`src/rtl/reg6_handshake.sv`:
```
// reg6_handshake
//   Data register that is loaded through a four-phase request/acknowledge
//   handshake. On the first edge where en is seen high while armed, the block
//   captures data_in once and raises fim. It holds both outputs until en is
//   seen low, and then re-arms.
//
// Ports
//   clk      : system clock (rising edge)
//   rst      : synchronous, active-high reset
//   en       : load request; data_in is valid while high
//   data_in  : word to capture (WIDTH bits)
//   data_out : registered captured word
//   fim      : registered done/acknowledge flag
module reg6_handshake #(
  parameter int WIDTH = 6
) (
  input  logic             clk,
  input  logic             rst,
  input  logic             en,
  input  logic [WIDTH-1:0] data_in,
  output logic [WIDTH-1:0] data_out,
  output logic             fim
);

  typedef enum logic [0:0] {
    IDLE = 1'b0,
    DONE = 1'b1
  } state_t;

  state_t           state_q, state_d;
  logic [WIDTH-1:0] data_q,  data_d;
  logic             fim_q,   fim_d;

  always_ff @(posedge clk) begin
    if (rst) begin
      state_q <= IDLE;
      data_q  <= '0;
      fim_q   <= 1'b0;
    end else begin
      state_q <= state_d;
      data_q  <= data_d;
      fim_q   <= fim_d;
    end
  end

  always_comb begin
    state_d = state_q;
    data_d  = data_q;
    fim_d   = fim_q;
    unique case (state_q)
      IDLE: begin
        fim_d = 1'b0;
        if (en) begin
          data_d  = data_in;
          fim_d   = 1'b1;
          state_d = DONE;
        end
      end
      DONE: begin
        // Capture happens only once per handshake; the block waits here
        // until the producer drops en.
        fim_d = 1'b1;
        if (!en) begin
          fim_d   = 1'b0;
          state_d = IDLE;
        end
      end
      default: begin
        state_d = IDLE;
        fim_d   = 1'b0;
      end
    endcase
  end

  assign data_out = data_q;
  assign fim      = fim_q;

endmodule

```
`config.mk`:
```
export PLATFORM = sky130hd
export DESIGN_NAME = reg6_handshake
export DESIGN_NICKNAME = d
export VERILOG_FILES = /design/src/rtl/reg6_handshake.sv
export SDC_FILE = /design/constraint.sdc
export NUM_CORES = 1
export LEC_CHECK = 0
export BUFFER_PORTS_ARGS = -buffer_cell sky130_fd_sc_hd__buf_2
export CORE_AREA = 2 2 39 41
export CTS_BUF_LIST = sky130_fd_sc_hd__clkbuf_8 sky130_fd_sc_hd__clkbuf_16
export DETAILED_ROUTE_END_ITERATION = 6
export DIE_AREA = 0 0 41 43
export RECOVER_POWER = 25
export SLEW_MARGIN = 20
export SYNTH_ARGS = -nofsm -noshare
export SYNTH_HDL_FRONTEND = slang
export SYNTH_SLANG_ARGS = --single-unit
```
`constraint.sdc`:
```
create_clock -name clk -period 0.88 [get_ports clk]
set_input_delay 0.176 -clock clk [delete_from_list [all_inputs] [get_ports clk]]
set_output_delay 0.176 -clock clk [all_outputs]
set_load 0.05 [all_outputs]
```
==> flow_summary.yaml <==
run_status:
  outcome: "complete, but fails checks"
  failing_checks: "setup timing"
synth:
  synth_largest_type_area_fraction_pct: 43.92
  synth_cell_types: 7
  yosys_most_used_dff: "sky130_fd_sc_hd__dfxtp_1"
  synth_warnings: 0
  syn_inst: 28
  yosysMostFrequentCell: "sky130_fd_sc_hd__dfxtp_1"
  synthesis.nets: 37
  netlist_area_um2: 319.1
  synth_enable_flop_cells: 0
  ys_async_sr_fraction_pct: 0
  netlist_top_cells_count: "sky130_fd_sc_hd__dfxtp_1, sky130_fd_sc_hd__nand2b_1, sky130_fd_sc_hd__nand4bb_1, sky130_fd_sc_hd__o21ai_2"
  synth_top_cells_by_area: "sky130_fd_sc_hd__dfxtp_1, sky130_fd_sc_hd__nand4bb_1, sky130_fd_sc_hd__o21ai_2"
  synth_seq_cells: 7
  syn_area_per_cell_um2: 11.39
  synth.yosys.seq_area_share_pct: 43.92
  yosysTopAreaCell: "sky130_fd_sc_hd__dfxtp_1"
global_route:
  grt_pass1_vias: 287
  grt_max_degree: 14
  global_route_wire_length_before_repair_um: 1110
  globalRouteTotalUtil_pct: 10.23
  grt_overflow_total: 0
  antenna_found_initial: 0
pwr:
  ir_worst_vdd_mv: 0.7078
  power.switching_uw: 264.1
  pwr_density_cell_mw_per_mm2: 1837
  internal_power_uw: 738.0
  share_clk_of_total_power_pct: 43.7
  swShare_pct: 26.36
  design_power_total_mw: 1.002
  proportion_of_power_drawn_by_combinational_gates_pct: 20.6
  pwr-share-seq_pct: 35.7
  p_leak_nw: 0.2237
timing:
  report.final.setup_viol: 5
  finalHoldWorstSlack_ns: 0.2210
  max_freq_mhz: 1107
  skew_ns: 0.0004005
  final.min_clock_period_ns: 0.9036
  worst_pin_slew_ns: 0.2944
  tns_ns: -0.04029
  grt_setup_unrepaired: "yes"
  period_utilisation_layout_pct: 102.7
  drv_slew: 0
  timing.max_slew.rel_slack_pct: 80.38
  hold_violations: 0
  final_critical_path_setup_slack_ns: -0.02361
worst_setup_path:
  timing.critical_path.to_type: "output pin"
  critical_path_class: "register to output pin"
  rr_worst_depth: 2
  crit_reg_reg_startpoint: "fim"
  r2r_slack_ns: 0.04
  cp_data_required_time_ns: 0.70
  worstPathCellList: "buf_8"
  critical_path.top_delay_family: "flip-flops"
  critical_path_peak_fanout: 5
  critPathArrivalTime_ns: 0.73
  critical-path-max-stage-delay_ns: 0.36
  worstPathBufferInverterCount: 1
  worstSetupStartpointType: "register"
  cpMaxStageDelayCell: "sky130_fd_sc_hd__dfxtp_4"
  rr_endpoint: "data_out[1]"
clocking:
  h_tree_level_count: 1
  cts-root-buf: "sky130_fd_sc_hd__clkbuf_8"
  clkLatencyLatePin_ns: 0.22
  tritoncts_num_sinks: 7
  path_clk_slew_ns: 0.04
  clock_tree.buffer_depth: 2
  cts_buffers: 3
  clock_tree_from_tritoncts: "done"
detailed_routing:
  postRouteWirelength_um: 703
  routedWlPerCell_um: 10.98
  drt_iter0_drc: 1
  detailedRoute.firstPassIterationCount: 3
  detail_route.vias_per_cell: 4.297
  drt.antenna.violating_nets: 0
  route.detailed.drc: 0
  num_vias: 275
hold_path:
  holdCritPathClass: "input pin to register"
  worst_hold_startpoint: "rst"
  worst_hold_path.num_cells: 2
  hold_end: "fim"
place:
  placed_cell_areas_um2: 420.4
  routabilityCongestion: 0.6060
  number_of_placed_instances_taps_included: 58
  count_of_input_and_output_buffers: 15
job:
  cap_viol_max_count: 0
floorplan:
  fp-row-count: 14
  boundaryPins: 16
  fp.dieArea_mm2: 0.001763
  floorplan.initialDensity_pct: 23.06
  die_width_um: 41
  coreArea_mm2: 0.001384
  fp.dieH_um: 43
layout:
  final_layout_size_suffix_gt1_share_pct: 68.75
  layout.nets: 58
  fillers: 139
  fin_cells: 64
  area_delta_synth_final_pct: 70.98
  antenna-diode-count: 0
  final_area_um2: 545.5
==> cells in the final DEF, fill, tap and decap left out, drive strengths merged <==
master   netlist  final
and2b          1      1
nor2b          1      1
o21ai          6      6
dfxtp          7      7
clkbuf         0      4
inv            0      1
nand2b         6      6
nand4bb        6      6
buf            1     16
==> power by group through the flow <==
stage          clock network, mW  registers, mW  logic [mW]
4_1_cts                    0.457          0.355       0.197
3_5_place_dp                   0          0.356       0.166
3_3_place_gp                   0          0.356       0.166
5_1_grt                    0.479          0.359       0.217
6_report                   0.438          0.358       0.207
2_1_floorplan                  0          0.422      0.0530
==> metrics by stage <==
step	setup slack, ns	util (%)
after global routing	-0.04697	39.42
after CTS	-0.03036	37.88
after global placement	0.04045	30.38
final	-0.02361	39.42
after detailed placement	0.03771	30.38
after floorplan	0.003969	-
==> flip-flops by register name, summed over array words and instances (netlist names) <==
| name | flops |
|---|---|
| data_out | 6 |
| fim | 1 |
==> worst max-delay path by stage <==
stage	from	end	slack, ns	depth (start not counted)
finish	fim	fim	-0.02	1
global route	fim	fim	-0.05	1
CTS	fim	fim	-0.03	1
detailed placement	fim	data_out[1]	0.04	2
global placement	fim	data_out[1]	0.04	2
floorplan	fim	data_out[0]	0.004	2
==> layer usage <==
metal  part of all wire [%]  GRT usage (%)  wire length [µm]
met1                     43          10.58               300
met2                     57          13.13               399
met3                   0.43          4.712                 3
met4                      0          12.00                 0
met5                      0              0                 0
==> cells by family after synthesis <==
kind of cell	count (synthesis)	share of synthesized area, %
buf+inv	1	1.567
compound gates	6	16.47
flops	7	43.92
simple gates	14	38.04
==> final cells by class <==
class	instances	area (µm²)	area share [%]
multi-input combinational	20	173.9	31.88
tap	16	20.02	3.670
sequential	7	151.4	27.75
clock inverter	1	3.754	0.6881
timing repair buffer	17	155.1	28.44
clock buffer	3	41.29	7.569
==> what timing repair did <==
item | CTS | global route
gates resized for setup | 16 | 4
hold endpoints to repair | 0 | 0
setup endpoints to repair | 7 | 7
setup buffers | 1 | 1
hold buffers | 0 | 0
Power figures use the tool's default switching activity.
